<file path="config.mk">
export PLATFORM = sky130hd
export DESIGN_NAME = ex_mem_register
export DESIGN_NICKNAME = d
export VERILOG_FILES = /design/src/rtl/ex_mem_register.sv
export SDC_FILE = /design/constraint.sdc
export NUM_CORES = 1
export LEC_CHECK = 0
export BUFFER_PORTS_ARGS = -buffer_cell sky130_fd_sc_hd__buf_2
export CAP_MARGIN = 20
export CELL_PAD_IN_SITES_DETAIL_PLACEMENT = 1
export CELL_PAD_IN_SITES_GLOBAL_PLACEMENT = 2
export CORE_MARGIN = 5
export CORE_UTILIZATION = 26
export CTS_CLUSTER_DIAMETER = 120
export DETAILED_ROUTE_END_ITERATION = 7
export HOLD_SLACK_MARGIN = 0.12
export MAX_ROUTING_LAYER = met4
export PLACE_DENSITY_LB_ADDON = 0.1
export SYNTH_ARGS = -nofsm -noshare
export SYNTH_HDL_FRONTEND = slang
export SYNTH_SLANG_ARGS = --single-unit
</file>
<file path="constraint.sdc">
create_clock -name Clk -period 8.8 [get_ports Clk]
set_input_delay 1.76 -clock Clk [delete_from_list [all_inputs] [get_ports Clk]]
set_output_delay 1.76 -clock Clk [all_outputs]
set_load 0.005 [all_outputs]
</file>
<file path="src/rtl/ex_mem_register.sv">
// EX/MEM pipeline register: captures execute-stage results and control for the memory stage,
// with stall (hold), flush (bubble insert) and a saturating count of inserted bubbles.
module ex_mem_register #(
  parameter int unsigned CNT_W = 16
) (
  input  logic             Clk,
  input  logic             Rst,
  input  logic             Stall,
  input  logic             Flush,
  input  logic             ValidIn,
  input  logic             BranchIn,
  input  logic             NotZeroIn,
  input  logic             MemReadIn,
  input  logic             MemWriteIn,
  input  logic             RegWriteIn,
  input  logic             MemToRegIn,
  input  logic             LoadStoreByteIn,
  input  logic             LoadStoreHalfIn,
  input  logic [1:0]       JumpIn,
  input  logic             ZeroIn,
  input  logic [31:0]      ALUIn,
  input  logic [31:0]      BranchTargetAddressIn,
  input  logic [31:0]      PCValueForJALIn,
  input  logic [31:0]      MemoryWriteDataIn,
  input  logic [31:0]      InstructionIn,
  input  logic [4:0]       DestinationRegIn,
  output logic             ValidOut,
  output logic             BranchOut,
  output logic             NotZeroOut,
  output logic             MemReadOut,
  output logic             MemWriteOut,
  output logic             RegWriteOut,
  output logic             MemToRegOut,
  output logic             LoadStoreByteOut,
  output logic             LoadStoreHalfOut,
  output logic [1:0]       JumpOut,
  output logic             ZeroOut,
  output logic [31:0]      ALUOut,
  output logic [31:0]      BranchTargetAddressOut,
  output logic [31:0]      PCValueForJALOut,
  output logic [31:0]      MemoryWriteDataOut,
  output logic [31:0]      InstructionOut,
  output logic [4:0]       DestinationRegOut,
  output logic [CNT_W-1:0] BubbleCountOut
);

  localparam int unsigned DW = 32;
  localparam int unsigned RW = 5;

  logic             r_valid, r_branch, r_not_zero, r_mem_read, r_mem_write;
  logic             r_reg_write, r_mem_to_reg, r_ls_byte, r_ls_half, r_zero;
  logic [1:0]       r_jump;
  logic [DW-1:0]    r_alu, r_bta, r_pc_jal, r_mem_wdata, r_instr;
  logic [RW-1:0]    r_dest;
  logic [CNT_W-1:0] r_bubble_cnt;

  logic             w_valid, w_branch, w_not_zero, w_mem_read, w_mem_write;
  logic             w_reg_write, w_mem_to_reg, w_ls_byte, w_ls_half, w_zero;
  logic [1:0]       w_jump;
  logic [DW-1:0]    w_alu, w_bta, w_pc_jal, w_mem_wdata, w_instr;
  logic [RW-1:0]    w_dest;
  logic [CNT_W-1:0] w_bubble_cnt;
  logic             w_cnt_sat;

  assign w_cnt_sat = (r_bubble_cnt == {CNT_W{1'b1}});

  // Next-entry selection: flush beats stall; control bits of an invalid entry are forced to 0.
  always_comb begin
    w_valid      = r_valid;
    w_branch     = r_branch;
    w_not_zero   = r_not_zero;
    w_mem_read   = r_mem_read;
    w_mem_write  = r_mem_write;
    w_reg_write  = r_reg_write;
    w_mem_to_reg = r_mem_to_reg;
    w_ls_byte    = r_ls_byte;
    w_ls_half    = r_ls_half;
    w_jump       = r_jump;
    w_zero       = r_zero;
    w_alu        = r_alu;
    w_bta        = r_bta;
    w_pc_jal     = r_pc_jal;
    w_mem_wdata  = r_mem_wdata;
    w_instr      = r_instr;
    w_dest       = r_dest;
    w_bubble_cnt = r_bubble_cnt;

    if (Flush) begin
      w_valid      = 1'b0;
      w_branch     = 1'b0;
      w_not_zero   = NotZeroIn & ValidIn;
      w_mem_read   = 1'b0;
      w_mem_write  = 1'b0;
      w_reg_write  = 1'b0;
      w_mem_to_reg = 1'b0;
      w_ls_byte    = 1'b0;
      w_ls_half    = 1'b0;
      w_jump       = 2'b00;
      w_zero       = ZeroIn;
      w_alu        = ALUIn;
      w_bta        = BranchTargetAddressIn;
      w_pc_jal     = PCValueForJALIn;
      w_mem_wdata  = MemoryWriteDataIn;
      w_instr      = '0;
      w_dest       = DestinationRegIn;
      if (r_valid && !w_cnt_sat) begin
        w_bubble_cnt = r_bubble_cnt + CNT_W'(1);
      end
    end else if (!Stall) begin
      w_valid      = ValidIn;
      w_branch     = BranchIn & ValidIn;
      w_not_zero   = NotZeroIn & ValidIn;
      w_mem_read   = MemReadIn & ValidIn;
      w_mem_write  = MemWriteIn & ValidIn;
      w_reg_write  = RegWriteIn & ValidIn;
      w_mem_to_reg = MemToRegIn & ValidIn;
      w_ls_byte    = LoadStoreByteIn & ValidIn;
      w_ls_half    = LoadStoreHalfIn & ValidIn;
      w_jump       = JumpIn & {2{ValidIn}};
      w_zero       = ZeroIn;
      w_alu        = ALUIn;
      w_bta        = BranchTargetAddressIn;
      w_pc_jal     = PCValueForJALIn;
      w_mem_wdata  = MemoryWriteDataIn;
      w_instr      = InstructionIn;
      w_dest       = DestinationRegIn;
    end
  end

  always_ff @(posedge Clk or posedge Rst) begin
    if (Rst) begin
      r_valid      <= 1'b0;
      r_branch     <= 1'b0;
      r_not_zero   <= 1'b0;
      r_mem_read   <= 1'b0;
      r_mem_write  <= 1'b0;
      r_reg_write  <= 1'b0;
      r_mem_to_reg <= 1'b0;
      r_ls_byte    <= 1'b0;
      r_ls_half    <= 1'b0;
      r_jump       <= 2'b00;
      r_zero       <= 1'b0;
      r_alu        <= '0;
      r_bta        <= '0;
      r_pc_jal     <= '0;
      r_mem_wdata  <= '0;
      r_instr      <= '0;
      r_dest       <= '0;
      r_bubble_cnt <= '0;
    end else begin
      r_valid      <= w_valid;
      r_branch     <= w_branch;
      r_not_zero   <= w_not_zero;
      r_mem_read   <= w_mem_read;
      r_mem_write  <= w_mem_write;
      r_reg_write  <= w_reg_write;
      r_mem_to_reg <= w_mem_to_reg;
      r_ls_byte    <= w_ls_byte;
      r_ls_half    <= w_ls_half;
      r_jump       <= w_jump;
      r_zero       <= w_zero;
      r_alu        <= w_alu;
      r_bta        <= w_bta;
      r_pc_jal     <= w_pc_jal;
      r_mem_wdata  <= w_mem_wdata;
      r_instr      <= w_instr;
      r_dest       <= w_dest;
      r_bubble_cnt <= w_bubble_cnt;
    end
  end

  assign ValidOut               = r_valid;
  assign BranchOut              = r_branch;
  assign NotZeroOut             = r_not_zero;
  assign MemReadOut             = r_mem_read;
  assign MemWriteOut            = r_mem_write;
  assign RegWriteOut            = r_reg_write;
  assign MemToRegOut            = r_mem_to_reg;
  assign LoadStoreByteOut       = r_ls_byte;
  assign LoadStoreHalfOut       = r_ls_half;
  assign JumpOut                = r_jump;
  assign ZeroOut                = r_zero;
  assign ALUOut                 = r_alu;
  assign BranchTargetAddressOut = r_bta;
  assign PCValueForJALOut       = r_pc_jal;
  assign MemoryWriteDataOut     = r_mem_wdata;
  assign InstructionOut         = r_instr;
  assign DestinationRegOut      = r_dest;
  assign BubbleCountOut         = r_bubble_cnt;

endmodule

</file>
==> flow_summary.rst, run 1 <==
.. list-table::
   :header-rows: 1

   * - Metric
     - Value
   * - Clock root buffer
     - sky130_fd_sc_hd__clkbuf_16
   * - Floorplan core area
     - 28600 µm²
   * - Max Clk Rate
     - 0.248 GHz
   * - Result of the run
     - completed
   * - Number of endpoints with negative hold slack in the final report
     - 0
   * - Layout cells sized above 1
     - between 30% and 40%
   * - GR Overflow Total
     - 0
   * - Kind of path behind the tightest hold check
     - flop to flop
   * - Pwr Total
     - slightly above 2000 µW
   * - H-tree depth
     - 4
   * - Post-CTS Hold Buffers
     - 0
   * - Proportion of power drawn by the clock network
     - 37.9%
   * - Largest buffer count on any clock path
     - 2
   * - Number of nets in the finished design
     - around 1300
   * - Internal
     - ~1500 µW
   * - Slew @ Worst Pin
     - slightly above 0.9 ns
   * - Number of antenna violations at the first check in global routing
     - 6
   * - Synth area leader
     - sky130_fd_sc_hd__dfrtp_1
   * - Top-Level Pins
     - ~370
   * - DRT Wirelength
     - ~26000 µm
   * - Count of unresolved DRC violations after routing
     - 0
   * - Syn. warnings
     - 0
   * - Area share of the largest cell type after synthesis
     - around 64%
   * - Post-Synthesis Mean Instance Area
     - between 9 and 10 µm²
   * - Static leakage
     - ~0.006 µW
   * - RSZ-0062 raised after global routing
     - no
   * - Max-capacitance violation count
     - 0
   * - Dpl cell area
     - ~10000 µm²
   * - Placed cell count
     - around 1500
   * - Ratio of total power to cell area
     - roughly 200 nW/µm²
   * - Number of unique standard cell types used by synthesis
     - 33
   * - Post-DR wirelength/cell
     - roughly 17 µm
   * - Initial core utilization
     - 26.2%
   * - CTS-repair resized insts
     - 0
   * - Via count of the first global-routing pass
     - between 6000 and 7000
   * - Setup fix buffers added after clock tree synthesis
     - 0
   * - Final Skew
     - 0.0193 ns
   * - Accumulated negative setup slack
     - 0 ns
   * - Category of the worst setup path capture point
     - flop
   * - Worst-skew pair later-pin latency
     - 0.44 ns
   * - Flop pwr share
     - about half
   * - Hpwl dp
     - 19100 µm
   * - Post-layout instance count excluding filler cells
     - between 1500 and 2000
   * - Type of origin of the critical path
     - primary input
   * - Filler instances
     - roughly 3500
   * - Row count
     - slightly above 60
   * - Switching part of the total power
     - between 20% and 30%
   * - Peak supply drop
     - between 0.09 and 0.1 mV
   * - Final GP Congestion
     - 0.749
   * - Clock tree from TritonCTS
     - built
   * - Number of register bits inferred by synthesis
     - between 150 and 200
   * - Final critical delay including setup and external delays
     - approximately 4.0 ns
   * - Post-Synthesis Net Count
     - between 900 and 1000
   * - Number of nets still failing antenna checks after routing
     - 0
   * - Count of input and output buffers
     - 373
   * - Syn Std Cell Area
     - 7500 µm²
   * - Top area cells in the synthesized netlist
     - sky130_fd_sc_hd__dfrtp_1 (64%), sky130_fd_sc_hd__nand2_1 (20%), sky130_fd_sc_hd__mux2i_1 (4.3%), sky130_fd_sc_hd__nor2_1 (2.0%), sky130_fd_sc_hd__a22o_1 (1.1%)
   * - Detailed-router iteration count before antenna repair
     - 4
   * - Pin count of the biggest net entering global routing
     - 94
   * - Floorplan die width
     - between 150 and 200 µm
   * - First-pass GRT wire length
     - roughly 40000 µm
   * - Net switching component of the power
     - about 590 µW
   * - Largest fanout on the critical path
     - 76
   * - All-layer global routing usage
     - between 10% and 20%
   * - Worst max-slew margin expressed relative to the limit
     - between 30% and 40%
   * - Post-Syn Instances
     - between 700 and 800
   * - Type of the worst setup path
     - primary input to flop
   * - Final setup violation count
     - 0
   * - Combinational power share
     - approximately an eighth
   * - Total number of vias
     - approximately 6500
   * - CTS clk-pin slew, worst paths
     - ~0.070 ns
   * - Proportion of synthesized chip area in sequential cells
     - between 60 and 70%
   * - Number of DRC violations after detailed-routing iteration 0
     - just over 200
   * - Final instance area
     - 10400 µm²
   * - Total clock buffers created by CTS
     - 17
   * - Syn-to-layout area delta
     - 38.0%
   * - Worst Path Required
     - just over 9 ns
   * - Die area
     - between 30000 and 40000 µm²
   * - Arrival time of the worst setup path
     - 4.40 ns
   * - Final critical-path share of the clock period
     - a little under half
   * - # clock sinks
     - 193
   * - Count of pins over their slew limit
     - 0
   * - Die Y-Extent
     - 180 µm
   * - Via-per-instance ratio
     - about 4.2
[layout by cell type, fill, tap and decap left out, types with 2 or more instances in the layout]
cell / Yosys / layout
sky130_fd_sc_hd__xnor2_1: 2 / 2
sky130_fd_sc_hd__nor2_1: 40 / 40
sky130_fd_sc_hd__inv_6: 0 / 6
sky130_fd_sc_hd__xor2_1: 9 / 9
sky130_fd_sc_hd__a31oi_1: 2 / 2
sky130_fd_sc_hd__nand3_1: 10 / 10
sky130_fd_sc_hd__mux2i_1: 32 / 32
sky130_fd_sc_hd__buf_4: 1 / 6
sky130_fd_sc_hd__inv_8: 0 / 2
sky130_fd_sc_hd__clkbuf_16: 0 / 17
sky130_fd_sc_hd__clkinv_2: 0 / 2
sky130_fd_sc_hd__and4_1: 3 / 3
sky130_fd_sc_hd__nand4_2: 2 / 2
sky130_fd_sc_hd__diode_2: 0 / 7
sky130_fd_sc_hd__nor3_1: 4 / 4
sky130_fd_sc_hd__and3_1: 2 / 2
sky130_fd_sc_hd__dfrtp_1: 193 / 193
sky130_fd_sc_hd__clkinv_8: 0 / 4
sky130_fd_sc_hd__nand2_1: 409 / 409
sky130_fd_sc_hd__buf_2: 13 / 373
sky130_fd_sc_hd__nand4_1: 4 / 4
sky130_fd_sc_hd__nor4_1: 2 / 2
sky130_fd_sc_hd__a22o_1: 9 / 9
sky130_fd_sc_hd__a21oi_1: 2 / 2
[per-stage QoR]
stage | setup slack, ns | utilization, % | hold WS [ns]
after global placement | 4.27 | 34.1 | 0.444
final | 4.76 | 36.2 | 0.460
after floorplan | 1.78 | - | 0.463
after CTS | 4.73 | 36.1 | 0.467
after global routing | 4.61 | 36.2 | 0.479
after detailed placement | 4.28 | 34.1 | 0.450
[area by class of cell]
| class | instances | area (µm²) | area share, % |
|---|---|---|---|
| Sequential cell | 193 | 4830 | 46.6 |
| Multi-Input combinational cell | 544 | 2510 | 24.3 |
| Timing Repair Buffer | 379 | 1910 | 18.5 |
| Tap cell | 384 | 480 | 4.64 |
| Clock buffer | 18 | 439 | 4.24 |
| Clock inverter | 14 | 148 | 1.43 |
| Antenna cell | 7 | 17.5 | 0.169 |
| Inverter | 2 | 15.0 | 0.145 |
[cells in the mapped netlist, drive strengths merged]
master,n
xnor2,2
a21o,1
a21oi,2
nor4,4
nor3b,2
nor2,41
o21a,1
nand2b,1
a31oi,2
nand4,6
clkbuf,20
inv,2
nand2,409
a22o,9
mux2i,32
and3,2
mux2,1
nand3,10
dfrtp,193
nor2b,1
nor3,4
ha,1
and4,4
buf,19
xor2,9
[power by group through the flow]
stage                     logic, µW  clock network, µW  registers (µW)
after global placement          281                  0            1020
after CTS                       284                817            1010
after detailed placement        283                  0            1020
after floorplan                 109                  0            1020
final                           273                778            1000
after global routing            311                847            1020
[critical path, cell delays in order]
cell	delay, ns
sky130_fd_sc_hd__buf_2	0.08
sky130_fd_sc_hd__buf_4	0.49
sky130_fd_sc_hd__nor2b_4	0.26
sky130_fd_sc_hd__buf_4	0.59
sky130_fd_sc_hd__buf_4	0.79
sky130_fd_sc_hd__a22o_1	0.27
[path summary, 6_finish.rpt]
path                                                      from                        endpoint  slack [ns]  cells after the start
worst max-delay path                                     Stall           BranchOut$_DFFE_PP0P_        4.76                      6
worst min-delay path                    ALUOut[29]$_DFFE_PP0P_          ALUOut[29]$_DFFE_PP0P_        0.46                      2
worst max register to register  BubbleCountOut[10]$_DFFE_PP0P_   BubbleCountOut[1]$_DFFE_PP0P_        7.05                      4
worst min register to register          ALUOut[29]$_DFFE_PP0P_          ALUOut[29]$_DFFE_PP0P_        0.46                      2
max in group asynchronous                                  Rst   BubbleCountOut[5]$_DFFE_PP0P_        6.11                      3
min in group asynchronous                                  Rst  InstructionOut[26]$_DFFE_PP0P_        1.44                      2
[flip-flops by register name (all words and copies together) (netlist names), 2 cells and up]
name / count
DestinationRegOut: 5
BubbleCountOut: 16
PCValueForJALOut: 32
BranchTargetAddressOut: 32
InstructionOut: 32
MemoryWriteDataOut: 32
JumpOut: 2
ALUOut: 32
[cells by family after synthesis]
kind of cell	share of synthesized area [%]
compound gates	1.55
flops	64.4
buf+inv	2.32
xor+xnor	1.28
mux	4.47
fa+ha+maj	0.167
simple gates	25.8
[layer usage]
metal / up-vias / share of wire [%] / GRT usage (%)
met2: 219 / 49 / 27.3
met3: 33 / 8.8 / 6.77
li1: 3157 / - / -
met5: - / 0 / -
met1: 3089 / 39 / 18.3
met4: 0 / 2.4 / 5.58
No activity file was read; power rests on OpenSTA's default activity.
==> run 2: changes to the inputs <==
clock period = 3.8 ns   (was 8.8 ns; I/O delays follow)
==> flow_summary.rst, run 2 (synthesized netlist as in run 1, its figures left out) <==
.. list-table::
   :header-rows: 1

   * - Metric
     - Value
   * - Floorplan die width
     - 180 µm (unchanged)
   * - Worst max-slew margin expressed relative to the limit
     - 38.9% (+0.18 points)
   * - Number of nets still failing antenna checks after routing
     - 0 (unchanged)
   * - Hold EP
     - MemoryWriteDataOut[17]$_DFFE_PP0P_
   * - Number of cell instances on the worst register-to-register path
     - 5 (+1)
   * - Result of the run
     - completed
   * - RSZ-0062 raised after global routing
     - no
   * - Floorplan core area
     - 28600 µm² (unchanged)
   * - Top-Level Pins
     - 374 (unchanged)
   * - Final Skew
     - 0.0165 ns (-0.00280 ns)
   * - Dominant delay contributor by cell family on the critical path
     - flip-flops
   * - Syn-to-layout area delta
     - 39.5%
   * - Via-per-instance ratio
     - 4.20 (-0.46%)
   * - Worst setup slack for register-to-register paths
     - 2.01 ns (-5.04 ns)
   * - Cells along the critical path
     - buf_2
   * - Switching part of the total power
     - 28.1% (-0.68 points)
   * - Post-placement worst setup slack
     - 1.50 ns (-2.78 ns)
   * - Commonest cells after routing, fill and taps aside
     - sky130_fd_sc_hd__nand2_1 (409), sky130_fd_sc_hd__buf_2 (373), sky130_fd_sc_hd__dfrtp_1 (193), sky130_fd_sc_hd__nor2_1 (40), sky130_fd_sc_hd__mux2i_1 (32)
   * - Type of origin of the critical path
     - flop
   * - Buf/Inv on CP
     - 1 (-3)
   * - Largest stage delay, worst path
     - 0.51 ns (-0.28 ns)
   * - Count of unresolved DRC violations after routing
     - 0 (unchanged)
   * - Category of the worst setup path capture point
     - output pin
   * - Hpwl dp
     - 19300 µm (+1.1%)
   * - Clock root buffer
     - sky130_fd_sc_hd__clkbuf_16
   * - Detailed-router iteration count before antenna repair
     - 4 (unchanged)
   * - Ratio of total power to cell area
     - 453 nW/µm² (+130%)
   * - Final worst slack
     - 1.93 ns (-2.84 ns)
   * - Final critical-path share of the clock period
     - between 40% and 50%
   * - Number of DRC violations after detailed-routing iteration 0
     - 289 (+40%)
   * - Worst-skew pair later-pin latency
     - 0.43 ns (about the same)
   * - Most common library cell in the layout ignoring fill and taps
     - sky130_fd_sc_hd__nand2_1
   * - CTS-repair resized insts
     - 0 (unchanged)
   * - Max-capacitance violation count
     - 0 (unchanged)
   * - Layout cells sized above 1
     - 36.9% (+0.22 points)
   * - Die area
     - 32400 µm² (unchanged)
   * - Die Y-Extent
     - 180 µm (unchanged)
   * - Accumulated negative setup slack
     - 0 ns (unchanged)
   * - Final GP Congestion
     - 0.764 (+2.1%)
   * - Combinational power share
     - 13.4% (about the same)
   * - Total number of vias
     - 6481 (-0.26%)
   * - Arrival time of the worst setup path
     - 1.11 ns (-3.29 ns)
   * - Number of antenna violations at the first check in global routing
     - 6 (unchanged)
   * - Worst hold path stage count
     - 2 (unchanged)
   * - GR Overflow Total
     - 0 (unchanged)
   * - Largest fanout on the critical path
     - 7 (-91%)
   * - Slew @ Worst Pin
     - 0.914 ns (-0.00462 ns)
   * - Proportion of power drawn by the clock network
     - 37.5% (-0.4 points)
   * - Flop pwr share
     - 49.0% (about the same)
   * - Internal
     - 3410 µW (+130%)
   * - DRT Wirelength
     - 26300 µm (about the same)
   * - First-pass GRT wire length
     - 41400 µm (+1.1%)
   * - Static leakage
     - 0.00600 µW (+0.72%)
   * - Pin count of the biggest net entering global routing
     - 136 (+45%)
   * - Via count of the first global-routing pass
     - 6957 (-0.54%)
   * - CTS clk-pin slew, worst paths
     - 0.07 ns (about the same)
   * - Initial core utilization
     - 26.2% (unchanged)
   * - Reg-to-Reg End
     - BubbleCountOut[1]$_DFFE_PP0P_
   * - Beginning of the worst hold path
     - MemoryWriteDataOut[17]$_DFFE_PP0P_
   * - Max Clk Rate
     - 0.534 GHz
   * - Total clock buffers created by CTS
     - 17 (unchanged)
   * - Row count
     - 62 (unchanged)
   * - Count of input and output buffers
     - 373 (unchanged)
   * - Post-DR wirelength/cell
     - 17.1 µm (-0.29%)
   * - Clock tree from TritonCTS
     - built
   * - Count of pins over their slew limit
     - 0 (unchanged)
   * - Post-CTS Hold Buffers
     - 0 (unchanged)
   * - All-layer global routing usage
     - 16.6% (+0.057 points)
   * - Type of the worst setup path
     - flop to output pin
   * - RR Startpoint
     - BubbleCountOut[0]$_DFFE_PP0P_
   * - Kind of path behind the tightest hold check
     - flop to flop
   * - Crit path max-delay cell type
     - sky130_fd_sc_hd__dfrtp_1
   * - Worst Path Required
     - 3.04 ns (-6.12 ns)
   * - Largest buffer count on any clock path
     - 2 (unchanged)
   * - Final setup violation count
     - 0 (unchanged)
   * - Peak supply drop
     - 0.220 mV (+130%)
   * - Number of endpoints with negative hold slack in the final report
     - 0 (unchanged)
   * - Number of nets in the finished design
     - 1324 (+0.38%)
   * - # clock sinks
     - 193 (unchanged)
   * - Final critical delay including setup and external delays
     - approximately 1.9 ns
   * - H-tree depth
     - 4 (unchanged)
   * - Net switching component of the power
     - 1330 µW (+130%)
   * - Setup fix buffers added after clock tree synthesis
     - 0 (unchanged)
## run 2: per-stage QoR
stage | instance area [µm²] | hold WS (ns) | utilization [%] | total power (µW) | instances
final | 10500 | 0.462 | 36.6 | 4740 | 1544
after global routing | 10500 | 0.480 | 36.6 | 5010 | 1544
after CTS | 10500 | 0.467 | 36.5 | 4860 | 1538
after detailed placement | 9870 | 0.451 | 34.5 | 3030 | 1507
after global placement | 9870 | 0.444 | 34.5 | 3020 | 1507
after floorplan | 7510 | 0.463 | - | 2630 | 778
## run 2: layout make-up
cell class	count	area [µm²]
multi-input cells	544	2510
fillers	3409	18200
repair buffers	384	2040
well taps	384	480
flip-flops and latches	193	4830
inverters	2	11.3
clock buffers	19	453
clock inverters	12	125
diodes	6	15.0
## run 2: how the worst max path moves through the flow
stage                                        endpoint                      startpoint  cells past startpoint
5_1_grt              PCValueForJALOut[21]$_DFFE_PP0P_                           Flush                      5
2_1_floorplan                   ALUOut[0]$_DFFE_PP0P_                             Rst                      1
3_3_place_gp           BubbleCountOut[12]$_DFFE_PP0P_                           Flush                      5
4_1_cts                            BubbleCountOut[15]  BubbleCountOut[15]$_DFFE_PP0P_                      1
3_5_place_dp   BranchTargetAddressOut[18]$_DFFE_PP0P_                           Flush                      5
6_report                           BubbleCountOut[15]  BubbleCountOut[15]$_DFFE_PP0P_                      1
## run 2: power by group through the flow
stage               combinational [µW]  sequential (µW)  clock (µW)
global placement                   662             2360           0
CTS                                667             2330        1860
global route                       728             2350        1930
floorplan                          254             2370           0
detailed placement                 667             2360           0
finish                             636             2320        1780
## run 2: routing by layer
layer	share of wire [%]	global-route usage, %	vias up
li1	-	-	3170
met4	0.81	3.57	0
met1	41	19.2	3099
met2	51	27.8	201
met3	7.6	6.18	11
met5	0	-	-
